$ cat config.mk
export PLATFORM = sky130hd
export DESIGN_NAME = tlm_stream_xmit
export DESIGN_NICKNAME = d
export VERILOG_FILES = /design/src/rtl/tlm_stream_pkg.sv /design/src/rtl/tlm_item_select.sv /design/src/rtl/tlm_stream_xmit.sv
export SDC_FILE = /design/constraint.sdc
export NUM_CORES = 2
export LEC_CHECK = 0
export CAP_MARGIN = 20
export CORE_AREA = 3 3 631 633
export CTS_CLUSTER_DIAMETER = 120
export CTS_CLUSTER_SIZE = 24
export DETAILED_ROUTE_END_ITERATION = 12
export DIE_AREA = 0 0 634 636
export GPL_ROUTABILITY_DRIVEN = 0
export MAX_ROUTING_LAYER = met4
export SYNTH_ARGS = -nofsm -noshare
export SYNTH_HDL_FRONTEND = slang
export SYNTH_HIERARCHICAL = 1
export SYNTH_SLANG_ARGS = --single-unit
$ cat constraint.sdc
create_clock -name clk_i -period 9.6 [get_ports clk_i]
set_clock_uncertainty 0.05 [all_clocks]
set_input_delay 1.44 -clock clk_i [delete_from_list [all_inputs] [get_ports clk_i]]
set_output_delay 1.44 -clock clk_i [all_outputs]
set_load 0.02 [all_outputs]
$ cat src/rtl/tlm_stream_pkg.sv
// tlm_stream_pkg: shared state type, defaults and counter-width helper for the item streamer
package tlm_stream_pkg;
    typedef enum logic {IDLE, XMIT} state_t;
    localparam int DEF_NUM        = 100;
    localparam int DEF_ITEM_WIDTH = 8;
    localparam int DEF_CH_NUM     = 2;
    function automatic int cnt_width(input int num);
        return $clog2(num + 1);
    endfunction
endpackage

$ cat src/rtl/tlm_item_select.sv
// tlm_item_select: picks item idx (CH_NUM operands) out of a packed batch buffer
module tlm_item_select
    import tlm_stream_pkg::*;
#(
    parameter int NUM        = DEF_NUM,
    parameter int ITEM_WIDTH = DEF_ITEM_WIDTH,
    parameter int CH_NUM     = DEF_CH_NUM,
    parameter int CNT_W      = cnt_width(NUM)
) (
    input  logic [NUM*CH_NUM*ITEM_WIDTH-1:0] batch,
    input  logic [CNT_W-1:0]                 idx,
    output logic [CH_NUM*ITEM_WIDTH-1:0]     item
);
    localparam int W  = CH_NUM * ITEM_WIDTH;
    localparam int IW = CNT_W + $clog2(CH_NUM) + 1;
    localparam int SW = IW + $clog2(ITEM_WIDTH) + 1;
    logic [IW-1:0] base;
    // operand index of channel 0, widened so no product bits are lost; an idx past the batch yields 0
    always_comb begin
        base = IW'(idx) * IW'(CH_NUM);
        item = W'(batch >> (SW'(base) * SW'(ITEM_WIDTH)));
    end
endmodule

$ cat src/rtl/tlm_stream_xmit.sv
// tlm_stream_xmit: captures a batch of items and streams them one per beat over valid/ready
module tlm_stream_xmit
    import tlm_stream_pkg::*;
#(
    parameter int NUM        = DEF_NUM,
    parameter int ITEM_WIDTH = DEF_ITEM_WIDTH,
    parameter int CH_NUM     = DEF_CH_NUM,
    parameter int CNT_W      = cnt_width(NUM)
) (
    input  logic                             clk_i,
    input  logic                             reset_i,
    input  logic                             load_i,
    input  logic [NUM*CH_NUM*ITEM_WIDTH-1:0] payload_i,
    input  logic [CNT_W-1:0]                 item_num_i,
    output logic                             ready_o,
    output logic                             busy_o,
    output logic                             out_valid_o,
    input  logic                             out_ready_i,
    output logic [CH_NUM*ITEM_WIDTH-1:0]     out_data_o,
    output logic                             out_last_o,
    output logic                             done_o,
    output logic [CNT_W-1:0]                 beat_cnt_o
);
    localparam int W  = CH_NUM * ITEM_WIDTH;
    localparam int PW = NUM * W;
    state_t           state;
    logic [PW-1:0]    buf_q;
    logic [CNT_W-1:0] n_q;
    logic [CNT_W-1:0] n_in;
    logic [CNT_W-1:0] nxt;
    logic [W-1:0]     item_nxt;
    assign ready_o = (state == IDLE);
    assign busy_o  = ~ready_o;
    assign n_in    = (item_num_i > CNT_W'(NUM)) ? CNT_W'(NUM) : item_num_i;
    assign nxt     = beat_cnt_o + CNT_W'(1);
    tlm_item_select #(
        .NUM       (NUM),
        .ITEM_WIDTH(ITEM_WIDTH),
        .CH_NUM    (CH_NUM),
        .CNT_W     (CNT_W)
    ) u_sel (
        .batch(buf_q),
        .idx  (nxt),
        .item (item_nxt)
    );
    // batch FSM: load captures the batch and presents item 0; each accepted beat preloads the following item
    always_ff @(posedge clk_i) begin
        if (reset_i) begin
            state       <= IDLE;
            buf_q       <= '0;
            n_q         <= '0;
            beat_cnt_o  <= '0;
            out_valid_o <= 1'b0;
            out_last_o  <= 1'b0;
            out_data_o  <= '0;
            done_o      <= 1'b0;
        end else begin
            done_o <= 1'b0;
            if (state == IDLE) begin
                if (load_i) begin
                    buf_q      <= payload_i;
                    n_q        <= n_in;
                    beat_cnt_o <= '0;
                    if (n_in != '0) begin
                        state       <= XMIT;
                        out_valid_o <= 1'b1;
                        out_last_o  <= (n_in == CNT_W'(1));
                        out_data_o  <= payload_i[W-1:0];
                    end else begin
                        done_o <= 1'b1;
                    end
                end
            end else if (out_ready_i) begin
                beat_cnt_o <= nxt;
                if (out_last_o) begin
                    state       <= IDLE;
                    out_valid_o <= 1'b0;
                    out_last_o  <= 1'b0;
                    out_data_o  <= '0;
                    done_o      <= 1'b1;
                end else begin
                    out_data_o <= item_nxt;
                    out_last_o <= (nxt == n_q - CNT_W'(1));
                end
            end
        end
    end
endmodule

Yosys cells after proc, flatten, opt, wreduce, memory -nomap -nowiden
Cells that the tools add are included. Widths: inputs -> output; s select.

Register bits after elaboration: 1634. Logic and storage cells: 53. Input port bits: 1611.

Order comparisons: 1. Equality and inequality tests: 4. Bitwise logic cells: 1. $add $sub $neg: 2. Mux-type cells: 29. Reductions and logical operators: 7. Shift operators: 1.

Operator list (number): $shr 1600x11->16 (1); $mux 16 (5); $mux 7 (4); $mux 1 (20); $add 7x1->7 const B (1); $eq 7x1->1 const B (1); $eq 7x7->1 (1); $gt 7x7->1 const B (1); $reduce_bool 7->1 (1); $sub 7x1->7 const B (1); $ne 2x2->1 const B (2); $reduce_and 2->1 (2); $reduce_and 4->1 (1); $reduce_bool 2->1 (2); $reduce_and 3->1 (1); $not 1->1 (1).

Logic depth before layout (Yosys ltp)
Depth after elaboration: 6. Mapped depth: 13.

Hierarchy
The synthesis kept the hierarchy.

By module, submodules not included: tlm_stream_xmit (cells an instance 7135, area an instance 55708.4 um^2, sequential area each 32711.4 um^2, instances 1); tlm_item_select (cells an instance 1038, area an instance 12858.6 um^2, sequential area each 0.0 um^2, instances 1).

Worst setup path before layout
No wires, ideal clock.

Kind: flip-flop to flip-flop. Start: register beat_cnt_o[0]. End: register out_data_o[8]. Setup time: 0.138 ns. Cell stages (with the launch flop): 12. Arrival time: 3.031 ns. Buffers on the path: 3. Period minus slack after synthesis: 3.219 ns. Setup slack: 6.381 ns. Cell sequence: dfxtp_1 -> ha_1 -> xor2_1 -> buf_4 -> buf_4 -> clkbuf_1 -> mux4_2 -> a221oi_1 -> o21ai_1 -> o32a_1 -> a22oi_1 -> a211oi_1.

Word-level cells in the longest chain between the ends: 5.

Ends and longest elaborated chain: start, declared (RTL line tlm_stream_xmit.sv:22) `output logic [CNT_W-1:0] beat_cnt_o`; start signal, assigned (RTL line tlm_stream_xmit.sv:74) `beat_cnt_o <= nxt;`; $add 7x1->7 (RTL line tlm_stream_xmit.sv:35) `assign nxt = beat_cnt_o + CNT_W'(1);`; via nxt[2] (RTL line tlm_stream_xmit.sv:30) `logic [CNT_W-1:0] nxt;`; $shr 1600x11->16 (RTL line tlm_item_select.sv:21) `item = W'(batch >> (SW'(base) * SW'(ITEM_WIDTH)));`; via item_nxt[8] (RTL line tlm_stream_xmit.sv:31) `logic [W-1:0] item_nxt;`; $mux 16 (RTL line tlm_stream_xmit.sv:75) `if (out_last_o) begin`; $mux 16 (RTL line tlm_stream_xmit.sv:73) `end else if (out_ready_i) begin`; $mux 16 (RTL line tlm_stream_xmit.sv:59) `if (state == IDLE) begin`; end signal, assigned (RTL line tlm_stream_xmit.sv:68) `out_data_o <= payload_i[W-1:0];`; end signal, assigned (RTL line tlm_stream_xmit.sv:82) `out_data_o <= item_nxt;`; end, declared (RTL line tlm_stream_xmit.sv:19) `output logic [CH_NUM*ITEM_WIDTH-1:0] out_data_o,`.

The timed path passes the listed nets, and every way through them passes these cells. The select of a mux whose other input is x is not followed. A chain may end at the register's enable or synchronous reset.

Worst setup path after layout
Start: register beat_cnt_o[0]. End: register out_data_o[7].

Same word-level chain as after synthesis.

==> run summary <==
Setup repair after global routing left no endpoint under its margin. The biggest area contributor in the post-synthesis netlist is dfxtp_1. The min-delay analysis places its worst path in the category flip-flop to flip-flop. Yosys instantiated no cell more often than nand2_1.

The count of yosys warnings during synthesis is 6. The number of maximum-capacitance violations came out at 0. Once detail routing completed, the nets flagged for antenna violations numbered 0. The quantity of I/O buffers inserted on ports is 1,638.

TritonCTS built the clock tree. Summing all placed instances gives a cell area of 89,800 um2. The standard-cell row count is 230. The synthesized cell area came out at 68,570 um2. The number of synthesized flops with an enable pin is 0. The slew at the pin closest to its max-slew limit is 1.254 ns. The relative slew slack came out at 16.38%. CTS built an H-tree with a depth of 3. The latest clock arrival within the worst-skew pair came out at 0.87 ns. The worst path required time is 10.33 ns.

The largest single stage delay on the critical path is 1.00 ns. Measured in cells, the most critical reg-to-reg path has a length of 12. The die height came out at 636 um. The critical path goes through ha_4, xor2_4, buf_4, and2_4, buf_4, a22o_1, a2111oi_2, o311ai_1, buf_4, o31a_1, a22oi_1, a211oi_1.

The maximum buffer depth of the clock tree came out at 4. The total negative setup slack is 0 ns. The number of remaining DRC errors is 0.

The worst register-to-register path has a setup slack of 4.21 ns. The largest individual stage delay along the critical path comes from the cell o311ai_1. The startpoint identified for the worst register-to-register timing path is beat_cnt_o[0]$_SDFFE_PP0P_. Following the worst setup path forward leads to its endpoint at out_data_o[7]$_SDFFE_PP0P_. Setup violations remaining at the end of the flow were counted as 0. The maximum net fanout on the critical path is 41. The placed wire-length estimate came out at 327,400 um. Once layout is done, the placed cells without fillers occupy 93,210 um2. The overall via count from detail_route came out at 65,267. The pin count of the biggest net entering global routing is 206. The power per cell area is 158.4 nW/um2. The relative area change from synthesis to final layout came out at 35.94%. The average detailed-routed wire length per instance is 28.00 um.

The clock slew at the register clock pins of the worst setup and hold paths came out at 0.09 ns. The total of flip-flops plus latches after synthesis is 1,634. The number of global-route vias before repair is 61,361. The tree built by TritonCTS fans out to 1,634 sinks.

The hold buffer count at CTS came out at 0. The sum of overflow across all layers after global routing is 0. The synthesized netlist net count came out at 9,786. Across the VDD grid, the largest voltage drop is 0.1153 mV. The first global-routing pass estimated 538,900 um of wire. The number of I/O pins is 1,639. The predominant post-synthesis flop cell is dfxtp_1. The share of layout cells above drive strength 1 is 6.622%. The floorplan step set the die width to 634 um. The worst flop-to-flop path endpoint is out_data_o[7]$_SDFFE_PP0P_. The proportion of netlist area held by the largest area contributor is 47.71%.

Using the TritonRoute via totals, the vias-per-cell ratio works out to 4.425. The tree is rooted in a clkbuf_16. The source of the critical timing path is beat_cnt_o[0]$_SDFFE_PP0P_. The area of the core came out at 392,500 um2. The cell count after synthesis came out at 8,173. The async set-reset flop share out of synthesis came out at 0%.

The total number of nets in the final design is 10,933. The critical setup path kind is flip-flop to flip-flop. The minimum clock period is 5.386 ns. The total routing usage reported by global routing came out at 20.03%.

The starting density of the core came out at 17.47%. The violation count after the first detailed-routing iteration is 5,998. The worst setup path is captured at a flip-flop.

The fmax came out at 0.1857 GHz. The routed design has 412,900 um of wire. The arrival time at the worst endpoint came out at 6.12 ns. The flow ran to the end, and the final reports show no timing, DRC or antenna violations. The most numerous cell type found on the critical path is buf_4. Before antenna repair, the detailed router went through 6 iterations. The filler cell count is 43,220.

The count of final hold-check violations came out at 0. The average size of a mapped cell is 8.389 um2. The die area is 403,200 um2. The initial antenna violation count is 267. In the synthesized netlist, the cells that appear most often are 3,254 x nand2_1, 1,634 x dfxtp_1, 1,631 x a21oi_1. The total clock buffers created by CTS is 95. Sorting the synthesized cells by area gives the leading types as dfxtp_1 48%, nand2_1 18%, a21oi_1 12%. Once the clock tree was built, the resizer swapped 0 gates to a different size. The sequential cell area fraction in the yosys report came out at 47.71%. The share of the core filled with cells is 23.75%.

The fraction of the cycle the final worst path needs came out at 56.10%. The worst setup path is launched from a flip-flop. Summed over all cells, the static leakage comes to 32.39 nW. The max-slew violation count is 0. Once the clock tree was built, the setup fixing pass inserted 0 buffers. The count of unique library cells instantiated by Yosys came out at 60.
-- worst max-delay path, delay by kind of cell (launching register included) --
kind,cells,cell delay (ns)
xor gates and xnor gates,1,0.40
adders and majority gates,1,0.26
buffers and inverters,3,1.35
DFF,1,0.64
and+or+nand+nor,1,0.68
AOI/OAI and AO/OA,6,1.84
-- cell type report --
type	instances	area [um2]	share of cell area (%)
antenna	180	450.4	0.4832
clock buffer	100	2459	2.638
clock inverter	25	435.4	0.4671
inverter	9	41.29	0.04430
multi-input combinational	5833	33000	35.40
sequential	1634	32710	35.09
tap	5220	6531	7.007
timing repair buffer	1747	17590	18.87
-- report_power, final --
group,switching [W],total (W),internal (W)
logic,0.00146,0.00265,0.00120
clock network,0.00269,0.00463,0.00194
registers,0.000279,0.00748,0.00721
total,0.00443,0.0148,0.0103
-- cell families after synthesis --
group                    Yosys count  synth area share (%)
multiplexers                     497                 13.30
buffers and inverters            706                 4.536
XOR/XNOR                          10                0.1277
flip-flops                      1634                 47.71
adder cells (fa/ha/maj)            2               0.03649
AND/OR/NAND/NOR                 3352                 18.58
AO/OA/AOI/OAI                   1972                 15.72
-- flip-flops by register name, summed over array words and instances (netlist names) --
register     flops
beat_cnt_o       7
done_o           1
out_valid_o      1
out_last_o       1
buf_q         1600
n_q              7
out_data_o      16
busy_o           1
-- worst min-delay path by stage --
stage                                to  slack [ns]                      from  depth (start not counted)
3_3_place_gp   buf_q[1174]$_SDFFE_PP0P_        0.39  buf_q[1174]$_SDFFE_PP0P_                          2
6_report       buf_q[1561]$_SDFFE_PP0P_        0.41  buf_q[1561]$_SDFFE_PP0P_                          2
4_1_cts         buf_q[993]$_SDFFE_PP0P_        0.41   buf_q[993]$_SDFFE_PP0P_                          2
5_1_grt         buf_q[993]$_SDFFE_PP0P_        0.42   buf_q[993]$_SDFFE_PP0P_                          2
3_5_place_dp   buf_q[1515]$_SDFFE_PP0P_        0.39  buf_q[1515]$_SDFFE_PP0P_                          2
2_1_floorplan  buf_q[1000]$_SDFFE_PP0P_        0.38  buf_q[1000]$_SDFFE_PP0P_                          2
-- layout by cell type, fill, tap and decap left out, types with 5 or more instances in the layout --
master / instances
a2111oi_2: 5
mux2i_1: 166
inv_1: 5
clkdlybuf4s50_1: 1637
nor2_1: 37
a21oi_1: 1630
and2_1: 7
inv_12: 10
a22oi_1: 84
a31oi_1: 6
buf_12: 24
o21ai_0: 10
a211oi_1: 69
nor3_1: 5
o221ai_1: 26
o22ai_1: 36
xnor2_1: 6
dfxtp_1: 1634
nand2_1: 3251
a211oi_2: 17
mux4_2: 331
o32a_1: 10
clkbuf_16: 97
o21ai_1: 9
a22o_1: 32
buf_4: 80
diode_2: 180
nand3_1: 12
or3_1: 5
a221oi_1: 9
-- metal layers --
layer  wire (um)  share of wire [%]  GRT usage [%]
met5           0                  0              -
met4       20610                5.0          8.934
met2      195700                 47          32.52
met1      165900                 40          23.65
met3       30780                7.5          4.360
-- metrics by stage --
| stage | worst slack (ns) | hold slack, ns | power [W] | std cells |
|---|---|---|---|---|
| after floorplan | 6.381 | 0.3831 | 0.008779 | 8173 |
| after CTS | 4.074 | 0.4052 | 0.01497 | 14565 |
| after detailed placement | 4.069 | 0.3931 | 0.01033 | 14440 |
| after global routing | 4.075 | 0.4217 | 0.01537 | 14712 |
| after global placement | 4.045 | 0.3882 | 0.01031 | 14432 |
| final | 4.214 | 0.4060 | 0.01477 | 14748 |
Power figures use the tool's default switching activity.
